**config.mk**
```make
export PLATFORM = sky130hd
export DESIGN_NAME = muldiv_unit
export DESIGN_NICKNAME = d
export VERILOG_FILES = /design/src/rtl/muldiv_unit.sv
export SDC_FILE = /design/constraint.sdc
export NUM_CORES = 1
export LEC_CHECK = 0
export BUFFER_PORTS_ARGS = -buffer_cell sky130_fd_sc_hd__buf_4
export CAP_MARGIN = 20
export CORE_ASPECT_RATIO = 0.5
export CORE_MARGIN = 2
export CORE_UTILIZATION = 42
export DETAILED_ROUTE_END_ITERATION = 6
export GPL_ROUTABILITY_DRIVEN = 0
export GPL_TIMING_DRIVEN = 0
export SLEW_MARGIN = 20
export SYNTH_ARGS = -nofsm -noshare
export SYNTH_HDL_FRONTEND = slang
export SYNTH_SLANG_ARGS = --single-unit
```
**constraint.sdc**
```tcl
create_clock -name clk -period 4.5 [get_ports clk]
set_clock_uncertainty 0.1 [all_clocks]
set_input_delay 0.225 -clock clk [delete_from_list [all_inputs] [get_ports clk]]
set_output_delay 0.225 -clock clk [all_outputs]
set_load 0.02 [all_outputs]
```
**src/rtl/muldiv_unit.sv**
```systemverilog
`default_nettype none
// ============================================================================
// Module      : muldiv_unit
// Description : Iterative radix-2 multiply/divide unit for the Execute stage.
//               Owns the HI/LO registers and executes mult/multu/div/divu.
//               Raises busy (and stallD when a HI/LO reader sits in Decode)
//               while an operation is in flight.
//               Optional build macro: MULDIV_FAST_MUL_EN -- multiplies use a
//               single-cycle combinational product instead of iterating.
// Revision    : 1.0 - initial release
// ============================================================================
module muldiv_unit #(
    parameter int WIDTH = 32
) (
    input  logic             clk,
    input  logic             reset,      // synchronous, active-low
    input  logic             startE,
    input  logic [1:0]       opE,        // 00 mult, 01 multu, 10 div, 11 divu
    input  logic [WIDTH-1:0] srcaE,
    input  logic [WIDTH-1:0] srcbE,
    input  logic             flushE,
    input  logic             hiloreadD,
    output logic             busy,
    output logic             stallD,
    output logic             done,
    output logic [WIDTH-1:0] hi,
    output logic [WIDTH-1:0] lo
);

    localparam logic [1:0] c_IDLE  = 2'd0;
    localparam logic [1:0] c_RUN   = 2'd1;
    localparam logic [1:0] c_FIX   = 2'd2;
    localparam int         c_CNT_W = (WIDTH > 1) ? $clog2(WIDTH) : 1;

    logic [1:0]         r_state;
    logic [1:0]         w_nextState;
    logic [c_CNT_W-1:0] r_count;

    // Shared accumulator: upper half = product high / partial remainder,
    // lower half = multiplier being shifted out / quotient being shifted in.
    logic [2*WIDTH-1:0] r_acc;
    logic [WIDTH-1:0]   r_opB;      // multiplicand or divisor magnitude
    logic               r_isDiv;
    logic               r_negRes;   // product / quotient must be negated
    logic               r_negRem;   // remainder takes the dividend's sign
    logic               r_divZero;
    logic [WIDTH-1:0]   r_rawA;     // raw dividend, returned in HI on divide by zero
    logic [WIDTH-1:0]   r_hi;
    logic [WIDTH-1:0]   r_lo;

    logic               w_launch;
    logic               w_opSigned;
    logic               w_opDiv;
    logic               w_negA;
    logic               w_negB;
    logic [WIDTH-1:0]   w_absA;
    logic [WIDTH-1:0]   w_absB;

    logic [WIDTH:0]     w_mulSum;
    logic [2*WIDTH-1:0] w_mulStep;
    logic [WIDTH:0]     w_divShift;
    logic [WIDTH:0]     w_divDiff;
    logic               w_borrow;
    logic [2*WIDTH-1:0] w_divStep;

    logic [2*WIDTH-1:0] w_prod;
    logic [WIDTH-1:0]   w_quot;
    logic [WIDTH-1:0]   w_rem;

    // A launch is only honoured from IDLE; a flushed Execute slot never launches.
    assign w_launch   = (r_state == c_IDLE) & startE & ~flushE;
    assign w_opSigned = ~opE[0];
    assign w_opDiv    = opE[1];
    assign w_negA     = w_opSigned & srcaE[WIDTH-1];
    assign w_negB     = w_opSigned & srcbE[WIDTH-1];
    // -(-2^(WIDTH-1)) wraps back to 2^(WIDTH-1), which is the correct unsigned magnitude.
    assign w_absA     = w_negA ? -srcaE : srcaE;
    assign w_absB     = w_negB ? -srcbE : srcbE;

    // Shift-add step: conditionally add multiplicand to the top half, then shift right with carry.
    assign w_mulSum  = {1'b0, r_acc[2*WIDTH-1:WIDTH]} + {1'b0, (r_acc[0] ? r_opB : {WIDTH{1'b0}})};
    assign w_mulStep = {w_mulSum, r_acc[WIDTH-1:1]};

    // Restoring divide step: shift the next dividend bit into the remainder, trial-subtract.
    assign w_divShift = r_acc[2*WIDTH-1:WIDTH-1];
    assign w_divDiff  = w_divShift - {1'b0, r_opB};
    assign w_borrow   = w_divDiff[WIDTH];
    assign w_divStep  = {(w_borrow ? w_divShift[WIDTH-1:0] : w_divDiff[WIDTH-1:0]),
                         r_acc[WIDTH-2:0], ~w_borrow};

    // Sign correction applied in FIX.
    assign w_prod = r_negRes ? -r_acc : r_acc;
    assign w_quot = r_negRes ? -r_acc[WIDTH-1:0] : r_acc[WIDTH-1:0];
    assign w_rem  = r_negRem ? -r_acc[2*WIDTH-1:WIDTH] : r_acc[2*WIDTH-1:WIDTH];

`ifdef MULDIV_FAST_MUL_EN
    logic [2*WIDTH-1:0] w_fastProd;
    assign w_fastProd = {{WIDTH{1'b0}}, w_absA} * {{WIDTH{1'b0}}, w_absB};
`endif

    // State register.
    always_ff @(posedge clk) begin
        if (!reset) begin
            r_state <= c_IDLE;
        end else begin
            r_state <= w_nextState;
        end
    end

    // Next-state logic: IDLE -> RUN (or FIX for fast multiplies) -> FIX -> IDLE.
    always_comb begin
        w_nextState = r_state;
        case (r_state)
            c_IDLE: begin
                if (w_launch) begin
`ifdef MULDIV_FAST_MUL_EN
                    w_nextState = w_opDiv ? c_RUN : c_FIX;
`else
                    w_nextState = c_RUN;
`endif
                end
            end
            c_RUN: begin
                if (r_count == '0) begin
                    w_nextState = c_FIX;
                end
            end
            c_FIX:   w_nextState = c_IDLE;
            default: w_nextState = c_IDLE;
        endcase
    end

    // Outputs decoded from the registered state only.
    always_comb begin
        busy   = (r_state != c_IDLE);
        done   = (r_state == c_FIX);
        stallD = (r_state != c_IDLE) & hiloreadD;
    end

    // Datapath: operand capture at launch, one radix-2 step per RUN cycle, result write in FIX.
    always_ff @(posedge clk) begin
        if (!reset) begin
            r_count   <= '0;
            r_acc     <= '0;
            r_opB     <= '0;
            r_isDiv   <= 1'b0;
            r_negRes  <= 1'b0;
            r_negRem  <= 1'b0;
            r_divZero <= 1'b0;
            r_rawA    <= '0;
            r_hi      <= '0;
            r_lo      <= '0;
        end else begin
            case (r_state)
                c_IDLE: begin
                    if (w_launch) begin
                        r_isDiv   <= w_opDiv;
                        r_negRes  <= w_negA ^ w_negB;
                        r_negRem  <= w_negA;
                        r_divZero <= (srcbE == '0);
                        r_rawA    <= srcaE;
                        r_count   <= c_CNT_W'(WIDTH - 1);
                        if (w_opDiv) begin
                            r_acc <= {{WIDTH{1'b0}}, w_absA};
                            r_opB <= w_absB;
                        end else begin
`ifdef MULDIV_FAST_MUL_EN
                            r_acc <= w_fastProd;
`else
                            r_acc <= {{WIDTH{1'b0}}, w_absB};
`endif
                            r_opB <= w_absA;
                        end
                    end
                end
                c_RUN: begin
                    r_acc <= r_isDiv ? w_divStep : w_mulStep;
                    if (r_count != '0) begin
                        r_count <= r_count - 1'b1;
                    end
                end
                c_FIX: begin
                    if (r_isDiv) begin
                        if (r_divZero) begin
                            r_lo <= {WIDTH{1'b1}};
                            r_hi <= r_rawA;
                        end else begin
                            r_lo <= w_quot;
                            r_hi <= w_rem;
                        end
                    end else begin
                        r_hi <= w_prod[2*WIDTH-1:WIDTH];
                        r_lo <= w_prod[WIDTH-1:0];
                    end
                end
                default: ;
            endcase
        end
    end

    assign hi = r_hi;
    assign lo = r_lo;

endmodule
`default_nettype wire

```
Word level (Yosys, flattened, before mapping)
Index checks and enable logic that the tools add are counted.
Word-level totals
  bits in registers: 203
  word-level logic and storage cells: 65
  input port bits: 71
  output and inout port bits: 67
Cells by class
  mux-type cells: 22
  reduce and logical (&&, ||, !) cells: 10
  bitwise gates (word level): 9
  equality and inequality tests: 5
  add/sub/neg operators: 8
Operator list (number)
  $mux 32: 12
  $mux 64: 3
  $neg 32->32: 4
  $pmux 64 s2: 1
  $neg 64->64: 1
  $add 32x32->33: 1
  $sub 33x32->33: 1
  $logic_not 32->1: 1
  $mux 5: 2
  $pmux 5 s2: 1
  $ne 2x2->1 const B: 3
  $reduce_and 2->1: 3
  $and 1x1->1: 5
  $logic_not 5->1: 1
  $reduce_bool 5->1: 1
  $sub 5x1->5 const B: 1
  $mux 2: 2
  $pmux 2 s2: 1
  $reduce_bool 2->1: 2
  $not 1->1: 3
  $reduce_and 3->1: 1
  $eq 2x1->1 const B: 1
  $eq 2x2->1 const B: 1
  $logic_not 2->1: 1
  $xor 1x1->1: 1

Logic depth before layout (Yosys ltp)
Gate-level depths: netlist of the first run.
  depth in word-level cells: 6
  mapped depth: 15
  depth with buffers taken out: 14

Worst setup path before layout of the first run
No wires, ideal clock.
  path type: register to register
  start: register r_acc[32]
  end: register r_acc[0]
  arrival time: 3579 ps
  path slack: 736 ps
  path buffers: 3
  setup time: 86 ps
  stages on the path, launching flop included: 15
  path through: dfxtp_1 clkbuf_1 inv_1 fa_1 nand2b_1 a21oi_1 o22a_1 a211o_1 a31oi_1 o41ai_1 xor2_1 buf_2 buf_1 mux2i_1 a211oi_1
Between the ends
  longest elaborated chain between the ends: 4
RTL lines
  start: declaration: line 41  | logic [2*WIDTH-1:0] r_acc;
  start signal: assignment: line 164  | r_acc <= {{WIDTH{1'b0}}, w_absA};
  start signal: assignment: line 170  | r_acc <= {{WIDTH{1'b0}}, w_absB};
  start signal: assignment: line 177  | r_acc <= r_isDiv ? w_divStep : w_mulStep;
  $sub 33x32->33: line 86  | assign w_divDiff = w_divShift - {1'b0, r_opB};
  $not 1->1: line 89  | r_acc[WIDTH-2:0], ~w_borrow};
  $mux 64: line 177
  $pmux 64 s2: line 154  | case (r_state)
No other way between the ends.
A chain may end at the register's enable or synchronous reset.

Worst setup path in the final report of the first run
  start: register r_acc[0]
  end: register r_hi[30] (netlist: hi[30])
Between the ends
  longest elaborated chain between the ends: 3
RTL lines
  $neg 64->64: line 92  | assign w_prod = r_negRes ? -r_acc : r_acc;
  $mux 64: line 92
  $mux 32: line 183  | if (r_isDiv) begin
  end signal: assignment: line 186  | r_hi <= r_rawA;
  end signal: assignment: line 189  | r_hi <= w_rem;
  end signal: assignment: line 192  | r_hi <= w_prod[2*WIDTH-1:WIDTH];
  end: declaration: line 48  | logic [WIDTH-1:0] r_hi;
No other way between the ends.

==> run_results.csv, run 1 <==
group,metric,value,unit
global_route,antenna_found_initial,0,
timing,finalCritPeriodShare,96.2,%
timing,setup-violations-final,0,
setup_path,path_max_fanout,10,
global_route,grt_max_degree,16,
detailed_routing,drtIter0Drc,1889,
detailed_routing,via_per_inst,6.08,
detailed_routing,vias,17100,
setup_path,crit_type,"reg -> reg",
finish,drive_gt1_share,9.47,%
floorplanning,rows,49,
flow_run,drv_cap,0,
cts,path_clk_slew,0.07,ns
timing,rsz0062_at_grt,"no",
logic_synthesis,synth_seq_cells,203,
floorplanning,initial_core_util,43.2,%
floorplanning,fp.dieH,141,um
detailed_routing,top_layer_used,"met4",
cts,clock_path_buffers,3,
setup_path,crit_path_start,"r_acc[0]$_SDFFE_PN0P_",
min_path,hold_path.class,"in -> reg",
power_and_ir_drop,pwr-share-clk,34.4,%
logic_synthesis,yosys_warnings,0,
setup_path,regToRegEndpoint,"hi[30]$_SDFFE_PN0P_",
finish,fin_util,50.5,%
power_and_ir_drop,p_leak,0.00718,uW
floorplanning,pin_count,138,
finish,finalNetCount,2454,
setup_path,endpoint,"hi[30]$_SDFFE_PN0P_",
outcome,status,"finished clean",
global_route,grt.overflow.total,0,
detailed_routing,wl_met3,8820,um
power_and_ir_drop,p_int,3440,uW
detailed_routing,wirelength,65600,um
detailed_routing,first_pass_iters,5,
cts,clkSinkCount,203,
cts,clkLatencyLatePin,0.54,ns
setup_path,end_kind,"register",
logic_synthesis,async_flop_share,0,%
power_and_ir_drop,combPwrFrac,28.1,%
power_and_ir_drop,power_switching_share,35.6,%
power_and_ir_drop,seq_power_share,37.4,%
logic_synthesis,ys_types,77,
logic_synthesis,netlist_area,15700,um2
global_route,track_usage,32.4,%
timing,max_freq,231,MHz
finish,area_delta_synth_final,17.0,%
cts,post-cts-setup-buffer-count,0,
detailed_routing,post_drt_wl_per_cell,23.4,um
floorplanning,die_w,277,um
detailed_routing,drc,0,
timing,fin_tns_setup,0,ns
cts,cts_inserted_buffers,21,
detailed_routing,wl_met2,26200,um
global_route,grt_pass1_wl,96800,um
cts,cts_tree,"built",
power_and_ir_drop,power.switching,1900,uW
floorplanning,die_area,39000,um2
floorplanning,core_area,36400,um2
place,io_buffers,136,
detailed_routing,m1WireLength,28300,um
timing,hold_viol,0,
setup_path,ff2ff_setup_slack,0.17,ns
logic_synthesis,postSynthAreaPerCell,7.41,um2
detailed_routing,ant_nets,0,
logic_synthesis,synth_edf_count,0,
setup_path,cp.required,4.80,ns
timing,drv_slew,0,
power_and_ir_drop,ir_drop,0.000235,V
setup_path,reg2reg_from,"r_acc[0]$_SDFFE_PN0P_",
setup_path,critPathArrivalTime,4.62,ns
global_route,first_global_vias,15700,
logic_synthesis,syn-num-nets,2263,
timing,max-slew-margin-rel,31.5,%
setup_path,reg2reg_depth,12,
timing,tightest_slew,1.03,ns
place,dp_hpwl,50900,um
power_and_ir_drop,p_per_area,291,nW/um2
setup_path,start_kind,"register",
timing,timing.final.crit_period,4.33,ns
logic_synthesis,netlist_instances,2120,
finish,n_fill_cell,3681,
logic_synthesis,synth_flop_cell,"dfxtp_1",
cts,cts_root_buf,"clkbuf_16",
cts,h-tree-depth,1,
logic_synthesis,ys_seq_area_share,25.9,%
-- layout make-up --
cell class | instances | area [um2] | share of cell area (%)
plain buffers | 167 | 672 | 3.66
clock inverters | 11 | 123 | 0.667
diodes | 1 | 2.50 | 0.0136
flip-flops and latches | 203 | 4070 | 22.1
inverters | 67 | 251 | 1.37
clock buffers | 25 | 561 | 3.05
multi-input cells | 1683 | 10800 | 58.5
well taps | 484 | 606 | 3.30
repair buffers | 168 | 1340 | 7.30
-- power by group through the flow --
| stage | clock network [uW] | logic (uW) | registers (uW) |
|---|---|---|---|
| 4_1_cts | 1840 | 1450 | 1990 |
| 3_5_place_dp | 0 | 1410 | 2030 |
| 3_3_place_gp | 0 | 1410 | 2030 |
| 6_report | 1840 | 1500 | 2000 |
| 5_1_grt | 1900 | 1610 | 2000 |
| 2_1_floorplan | 0 | 920 | 2000 |
-- worst max-delay path, cell delays in order (launching register included) --
cell and delay (ns):
dfxtp_2 0.42, inv_1 0.30, buf_2 0.42, ha_1 0.30, inv_1 0.10, nor4_2 0.38
nand4bb_1 0.25, or4_1 0.63, clkbuf_1 0.33, o41ai_2 0.46, xnor2_1 0.10, o211ai_1 0.27
a21oi_1 0.10
-- flip-flops by register name, summed over array words and instances, names as in the netlist --
| register | cells |
|---|---|
| hi | 32 |
| lo | 32 |
| r_acc | 64 |
| r_count | 5 |
| r_divZero | 1 |
| r_isDiv | 1 |
| r_negRem | 1 |
| r_negRes | 1 |
| r_opB | 32 |
| r_rawA | 32 |
| r_state | 2 |
-- synthesized netlist by cell type (17+ instances only) --
master / n / area, um2
o211ai_1: 41 / 308
a31oi_1: 17 / 106
xor2_1: 94 / 823
nor2_1: 166 / 623
nand2_1: 270 / 1010
nand3_1: 35 / 175
or4_1: 20 / 150
a21oi_1: 213 / 1070
clkbuf_1: 150 / 563
o21ai_0: 175 / 876
or3_1: 18 / 113
mux2i_1: 81 / 811
inv_1: 65 / 244
a211oi_1: 61 / 458
xnor2_1: 114 / 998
a21o_1: 27 / 203
dfxtp_1: 203 / 4060
ha_1: 70 / 876
nand2b_1: 22 / 138
nor3_1: 28 / 140
o31ai_1: 23 / 173
-- per-layer routing --
| metal | vias to the layer above | global-route usage [%] |
|---|---|---|
| li1 | 7951 | - |
| met2 | 902 | 46.5 |
| met4 | 0 | 11.0 |
| met1 | 8090 | 44.8 |
| met3 | 145 | 11.5 |
| met5 | - | 0 |
-- cell families after synthesis --
| group | count (synthesis) | synth area share, % |
|---|---|---|
| XOR/XNOR | 208 | 11.6 |
| flip-flops | 203 | 25.9 |
| multiplexers | 87 | 5.59 |
| adder cells (fa/ha/maj) | 72 | 5.83 |
| buffers and inverters | 234 | 5.75 |
| AND/OR/NAND/NOR | 641 | 18.5 |
| AO/OA/AOI/OAI | 675 | 26.8 |
-- metrics by stage --
step	hold WS, ns	instance area [um2]	std cells	worst slack, ns	total power, uW
finish	0.100	18400	2809	0.173	5340
global route	0.0888	18400	2808	0.00787	5510
CTS	0.0715	18400	2808	0.00996	5280
detailed placement	0.345	17300	2740	-0.728	3440
global placement	0.341	17300	2740	-0.798	3440
floorplan	0.261	15700	2120	0.736	2920
-- placed cells by master, fill, tap and decap left out, types with 11 or more instances in the layout --
cell type | Yosys | routed
a21o_1 | 27 | 27
inv_1 | 65 | 65
nand2b_1 | 22 | 22
o31ai_1 | 23 | 22
or3_1 | 18 | 18
dfxtp_1 | 203 | 202
xnor2_1 | 114 | 114
a211oi_1 | 61 | 61
nor3_1 | 28 | 28
clkbuf_16 | 0 | 21
o21ai_0 | 175 | 174
a31oi_1 | 17 | 17
nor2_1 | 166 | 166
and3_1 | 11 | 11
nor4_1 | 13 | 12
clkbuf_1 | 150 | 148
xor2_1 | 94 | 94
o41ai_1 | 15 | 14
ha_1 | 70 | 70
o211ai_1 | 41 | 41
a21oi_1 | 213 | 213
nand2_1 | 270 | 270
mux2i_1 | 81 | 81
dlygate4sd3_1 | 0 | 32
nand3_1 | 35 | 35
buf_4 | 0 | 138
or4_1 | 20 | 20
nand4_1 | 11 | 11
a22oi_1 | 14 | 14
nor2b_1 | 15 | 15
-- worst min-delay path by stage --
stage | from | endpoint | slack [ns] | depth (start not counted)
after floorplan | srcaE[17] | r_rawA[17]$_SDFFE_PN0P_ | 0.26 | 2
after CTS | srcbE[31] | r_divZero$_SDFFE_PN0P_ | 0.07 | 4
final | srcbE[31] | r_divZero$_SDFFE_PN0P_ | 0.10 | 4
after global routing | srcbE[31] | r_divZero$_SDFFE_PN0P_ | 0.09 | 4
after global placement | r_rawA[18]$_SDFFE_PN0P_ | r_rawA[18]$_SDFFE_PN0P_ | 0.34 | 2
after detailed placement | r_rawA[18]$_SDFFE_PN0P_ | r_rawA[18]$_SDFFE_PN0P_ | 0.34 | 2
-- timing repair --
item,4_1_cts,5_1_grt
setup endpoints to repair,45,40
hold endpoints to repair,32,0
hold buffers,32,0
pin swaps,0,1
gates resized for setup,11,12
gates cloned,0,0
(Power assumes the default switching activity.)
==> inputs of run 2 (changes only) <==
==> constraint.sdc (replaced) <==
create_clock -name clk -period 4.2 [get_ports clk]
set_clock_uncertainty 0.1 [all_clocks]
set_input_delay 0.21 -clock clk [delete_from_list [all_inputs] [get_ports clk]]
set_output_delay 0.21 -clock clk [all_outputs]
set_load 0.02 [all_outputs]
==> run_results.csv, run 2 (synthesized netlist as in run 1, its figures left out) <==
group,metric,value,unit
detailed_routing,first_pass_iters,6,
timing,hold_ws,0.0751,ns
global_route,antenna_found_initial,0,
detailed_routing,post_drt_wl_per_cell,23.4,um
timing,worst_slack,0.0982,ns
global_route,track_usage,32.5,%
place,dp_hpwl,50900,um
finish,drive_gt1_share,10.0,%
timing,finalCritPeriodShare,97.7,%
outcome,status,"finished clean",
cts,cts_inserted_buffers,21,
cts,clock_path_buffers,3,
min_path,hold_path.class,"in -> reg",
timing,max-slew-margin-rel,33.1,%
place,post_dp_cell_area,17300,um2
floorplanning,initial_core_util,43.2,%
cts,clkLatencyLatePin,0.54,ns
power_and_ir_drop,ir_drop,0.000253,V
detailed_routing,wirelength,65900,um
power_and_ir_drop,pwr-share-clk,34.3,%
timing,fin_tns_setup,0,ns
power_and_ir_drop,p_int,3700,uW
finish,seqCellArea,4070,um2
global_route,first_global_vias,15800,
min_path,hold_path_depth,4,
cts,path_clk_slew,0.07,ns
finish,largest_reg_flops,64,
cts,cts_tree,"built",
floorplanning,core_area,36400,um2
finish,n_fill_cell,3663,
setup_path,ff2ff_setup_slack,0.1,ns
detailed_routing,ant_nets,0,
detailed_routing,via_per_inst,6.12,
cts,h-tree-depth,1,
min_path,worstHoldEndpoint,"r_divZero$_SDFFE_PN0P_",
timing,setup-violations-final,0,
global_route,grt.overflow.total,0,
cts,cts_root_buf,"clkbuf_16",
setup_path,critPathArrivalTime,4.43,ns
cts,clkSinkCount,203,
finish,area_delta_synth_final,17.7,%
finish,layout_common_cells,"nand2_1, a21oi_1, dfxtp_1, o21ai_0, nor2_1",
detailed_routing,drtIter0Drc,1868,
floorplanning,die_w,277,um
flow_run,drv_cap,0,
floorplanning,rows,49,
detailed_routing,vias,17200,
power_and_ir_drop,power_switching_share,35.7,%
floorplanning,fp.dieH,141,um
power_and_ir_drop,p_leak,0.00722,uW
timing,hold_viol,0,
finish,fin_area,18500,um2
setup_path,start_kind,"register",
detailed_routing,drc,0,
setup_path,regToRegEndpoint,"r_acc[0]$_SDFFE_PN0P_",
power_and_ir_drop,combPwrFrac,28.5,%
setup_path,cp.required,4.53,ns
min_path,worstHoldStart,"srcbE[31]",
power_and_ir_drop,power.switching,2060,uW
power_and_ir_drop,power,5760,uW
global_route,grt_max_degree,16,
floorplanning,pin_count,138,
power_and_ir_drop,p_per_area,312,nW/um2
place,place_ws,-1.03,ns
setup_path,reg2reg_depth,14,
finish,finalNetCount,2459,
setup_path,path_max_fanout,10,
global_route,grt_pass1_wl,97000,um
timing,drv_slew,0,
setup_path,end_kind,"register",
setup_path,crit_type,"reg -> reg",
timing,tightest_slew,1.00,ns
timing,timing.final.crit_period,4.10,ns
timing,max_freq,244,MHz
setup_path,reg2reg_from,"r_acc[31]$_SDFFE_PN0P_",
floorplanning,die_area,39000,um2
finish,multi_input_area,10800,um2
power_and_ir_drop,seq_power_share,37.2,%
place,io_buffers,136,
finish,top_register,"r_acc",
finish,final_common_cell,"nand2_1",
## run 2: worst max-delay path, cell delays in order, from the launching register on
cell and delay (ns):
dfxtp_2 0.41, inv_1 0.15, ha_1 0.26, fa_1 0.41
nand2b_1 0.20, a21oi_1 0.20, o22a_2 0.27, a211o_1 0.23
a31oi_2 0.20, o41ai_4 0.43, xor2_2 0.31, buf_6 0.20
buf_6 0.24, mux2i_1 0.11, a211oi_1 0.29
## run 2: per-stage QoR
stage | utilization (%) | cells
6_report | 50.8 | 2814
5_1_grt | 50.8 | 2813
4_1_cts | 50.6 | 2809
3_5_place_dp | 47.7 | 2740
3_3_place_gp | 47.7 | 2740
2_1_floorplan | - | 2120
## run 2: metal layers
metal / share of wire [%] / track usage (%) / vias up
li1: - / - / 7942
met1: 43 / 44.9 / 8197
met2: 40 / 46.6 / 921
met3: 13 / 11.4 / 166
met4: 3.7 / 11.0 / 0
met5: 0 / 0 / -
## run 2: final cells by class
cell class / count / area share [%]
Tap cell: 484 / 3.28
Sequential cell: 203 / 22.0
Inverter: 67 / 1.38
Buffer: 167 / 3.72
Clock buffer: 25 / 3.03
Antenna cell: 1 / 0.0135
Timing Repair Buffer: 173 / 7.45
Clock inverter: 11 / 0.663
Multi-Input combinational cell: 1683 / 58.4
## run 2: power by group through the flow
| stage | registers, uW | logic [uW] | clock network [uW] |
|---|---|---|---|
| 6_report | 2140 | 1640 | 1980 |
| 5_1_grt | 2150 | 1750 | 2040 |
| 4_1_cts | 2130 | 1560 | 1970 |
| 3_5_place_dp | 2170 | 1510 | 0 |
| 3_3_place_gp | 2170 | 1510 | 0 |
| 2_1_floorplan | 2140 | 986 | 0 |
## run 2: how the worst max path moves through the flow
stage / depth (start not counted) / from / to / slack (ns)
finish: 14 / r_acc[31]$_SDFFE_PN0P_ / r_acc[0]$_SDFFE_PN0P_ / 0.1
global route: 14 / r_acc[32]$_SDFFE_PN0P_ / r_acc[34]$_SDFFE_PN0P_ / -0.0009
CTS: 15 / r_acc[0]$_SDFFE_PN0P_ / r_acc[63]$_SDFFE_PN0P_ / 0.07
detailed placement: 14 / r_acc[32]$_SDFFE_PN0P_ / r_acc[57]$_SDFFE_PN0P_ / -1.03
global placement: 14 / r_acc[32]$_SDFFE_PN0P_ / r_acc[57]$_SDFFE_PN0P_ / -1.10
floorplan: 14 / r_acc[32]$_SDFFE_PN0P_ / r_acc[0]$_SDFFE_PN0P_ / 0.44
## run 2: repair_timing
action | 4_1_cts | 5_1_grt
pin swaps | 2 | 2
buffers inserted | 1 | 3
hold buffers | 32 | 0
endpoints found under the setup margin | 49 | 36
cloned | 0 | 1
hold endpoints to repair | 32 | 0
resized for setup | 22 | 16
==> inputs of run 3 (changes only) <==
--- a/config.mk
+++ b/config.mk
@@ -13,6 +13,7 @@
 export DETAILED_ROUTE_END_ITERATION = 6
 export GPL_ROUTABILITY_DRIVEN = 0
 export GPL_TIMING_DRIVEN = 0
+export MAX_ROUTING_LAYER = met4
 export SLEW_MARGIN = 20
 export SYNTH_ARGS = -nofsm -noshare
 export SYNTH_HDL_FRONTEND = slang
==> run_results.csv, run 3 (synthesized netlist as in run 1, its figures left out) <==
group,metric,value,unit
cts,cts_tree,"built",
floorplanning,rows,49,
detailed_routing,ant_nets,0,
timing,rsz0062_at_grt,"no",
timing,fin_tns_setup,0,ns
setup_path,cp.required,4.50,ns
finish,finalNonFillerCells,2816,
power_and_ir_drop,power,5750,uW
power_and_ir_drop,p_int,3710,uW
power_and_ir_drop,combPwrFrac,28.6,%
detailed_routing,drtIter0Drc,1970,
floorplanning,core_area,36400,um2
floorplanning,die_w,277,um
power_and_ir_drop,ir_drop,0.000254,V
power_and_ir_drop,p_leak,0.00722,uW
floorplanning,fp.dieH,141,um
power_and_ir_drop,seq_power_share,37.2,%
setup_path,end_kind,"register",
setup_path,cp_slowest_cell,"dfxtp_2",
setup_path,crit_type,"reg -> reg",
min_path,hold_path.class,"in -> reg",
finish,multi_input_area,10800,um2
finish,final_common_cell,"nand2_1",
setup_path,crit_buf_inv,3,
power_and_ir_drop,power_switching_share,35.6,%
detailed_routing,wirelength,65800,um
cts,clkLatencyLatePin,0.53,ns
timing,drv_slew,0,
finish,n_fill_cell,3669,
timing,finalCritPeriodShare,97.0,%
timing,max_freq,246,MHz
global_route,track_usage,33.5,%
timing,timing.final.crit_period,4.07,ns
cts,clock_path_buffers,3,
detailed_routing,post_drt_wl_per_cell,23.4,um
floorplanning,die_area,39000,um2
detailed_routing,drc,0,
cts,cts_root_buf,"clkbuf_16",
flow_run,drv_cap,0,
timing,hold_viol,0,
finish,top_register,"r_acc",
finish,area_delta_synth_final,17.8,%
timing,setup-violations-final,0,
global_route,grt_max_degree,16,
floorplanning,initial_core_util,43.2,%
finish,drive_gt1_share,10.0,%
power_and_ir_drop,power.switching,2050,uW
place,placed_cells,2740,
timing,max-slew-margin-rel,29.9,%
cts,cts_inserted_buffers,21,
finish,largest_reg_flops,64,
global_route,first_global_vias,15800,
global_route,antenna_found_initial,1,
detailed_routing,first_pass_iters,7,
cts,clkSinkCount,203,
outcome,status,"finished clean",
finish,finalNetCount,2460,
place,dp_hpwl,50900,um
floorplanning,pin_count,138,
detailed_routing,vias,17200,
global_route,grt_pass1_wl,97000,um
detailed_routing,via_per_inst,6.12,
place,io_buffers,136,
setup_path,critPathArrivalTime,4.37,ns
setup_path,cp_top_family,"compound AO/OA/AOI/OAI gates",
setup_path,cpMostUsedCell,"buf_6",
setup_path,worstPathCellList,"inv_1, ha_1, fa_1, nand2b_1, a21oi_1, o22a_2, a211o_1, a31oi_2, o41ai_4, xor2_2, buf_6, buf_6, mux2i_1, o21ai_0",
finish,layout_common_cells,"nand2_1, a21oi_1, dfxtp_1, o21ai_0, nor2_1",
timing,tightest_slew,1.05,ns
cts,path_clk_slew,0.07,ns
power_and_ir_drop,p_per_area,311,nW/um2
setup_path,path_max_fanout,10,
finish,seqCellArea,4070,um2
cts,h-tree-depth,1,
global_route,grt.overflow.total,0,
setup_path,slowest_delay,0.42,ns
setup_path,start_kind,"register",
power_and_ir_drop,pwr-share-clk,34.1,%
==> run 3: cell types whose count changed in the layout (fill, tap and decap cells not counted) <==
cell	delta
or4_4	-1
clkbuf_2	-1
or4_1	+1
diode_2	+1
buf_4	+2
==> run 3: worst paths after layout <==
kind,start,endpoint,slack (ns),cells after the start
worst max-delay path,r_acc[31]$_SDFFE_PN0P_,r_acc[57]$_SDFFE_PN0P_,0.13,14
worst min-delay path,srcbE[31],r_divZero$_SDFFE_PN0P_,0.09,4
worst max register to register,r_acc[31]$_SDFFE_PN0P_,r_acc[57]$_SDFFE_PN0P_,0.13,14
worst min register to register,r_rawA[18]$_SDFFE_PN0P_,r_rawA[18]$_SDFFE_PN0P_,0.35,2
==> run 3: power by group through the flow <==
stage	sequential (uW)	combinational, uW	clock [uW]
finish	2140	1650	1960
global route	2150	1750	2040
CTS	2130	1560	1970
detailed placement	2170	1510	0
global placement	2170	1510	0
floorplan	2140	986	0
==> run 3: per-layer routing <==
layer | global-route usage [%] | up-vias | share of wire [%]
met5 | - | - | 0
met4 | 10.8 | 0 | 3.7
met3 | 10.3 | 164 | 13
met2 | 46.8 | 913 | 40
met1 | 45.5 | 8197 | 44
li1 | - | 7946 | -
==> run 3: area by class of cell <==
class / count / share of cell area [%]
well taps: 484 / 3.28
clock buffers: 25 / 3.03
inverters: 67 / 1.38
flip-flops and latches: 203 / 22.0
plain buffers: 167 / 3.72
multi-input cells: 1683 / 58.4
repair buffers: 174 / 7.50
diodes: 2 / 0.0271
clock inverters: 11 / 0.663
==> run 3: what timing repair did <==
| action | CTS | global route |
|---|---|---|
| cloned | 0 | 1 |
| buffers inserted | 1 | 4 |
| hold endpoints to repair | 32 | 0 |
| endpoints found under the setup margin | 49 | 35 |
| gates resized for setup | 22 | 18 |
| hold buffers | 32 | 0 |
| pin swaps | 2 | 2 |
==> run 3: worst reg2reg max path: stages (launching register included) <==
cell	delay (ns)
dfxtp_2	0.42
inv_1	0.16
ha_1	0.26
fa_1	0.41
nand2b_1	0.19
a21oi_1	0.20
o22a_2	0.27
a211o_1	0.23
a31oi_2	0.20
o41ai_4	0.42
xor2_2	0.31
buf_6	0.20
buf_6	0.24
mux2i_1	0.24
o21ai_0	0.10
==> run 3: per-stage QoR <==
stage	setup slack (ns)	util, %	hold WS (ns)	cell area, um2
finish	0.127	50.9	0.0857	18500
global route	0.0152	50.9	0.0738	18500
CTS	0.0697	50.6	0.0565	18400
detailed placement	-1.03	47.7	0.345	17300
global placement	-1.10	47.7	0.341	17300
floorplan	0.436	-	0.246	15700
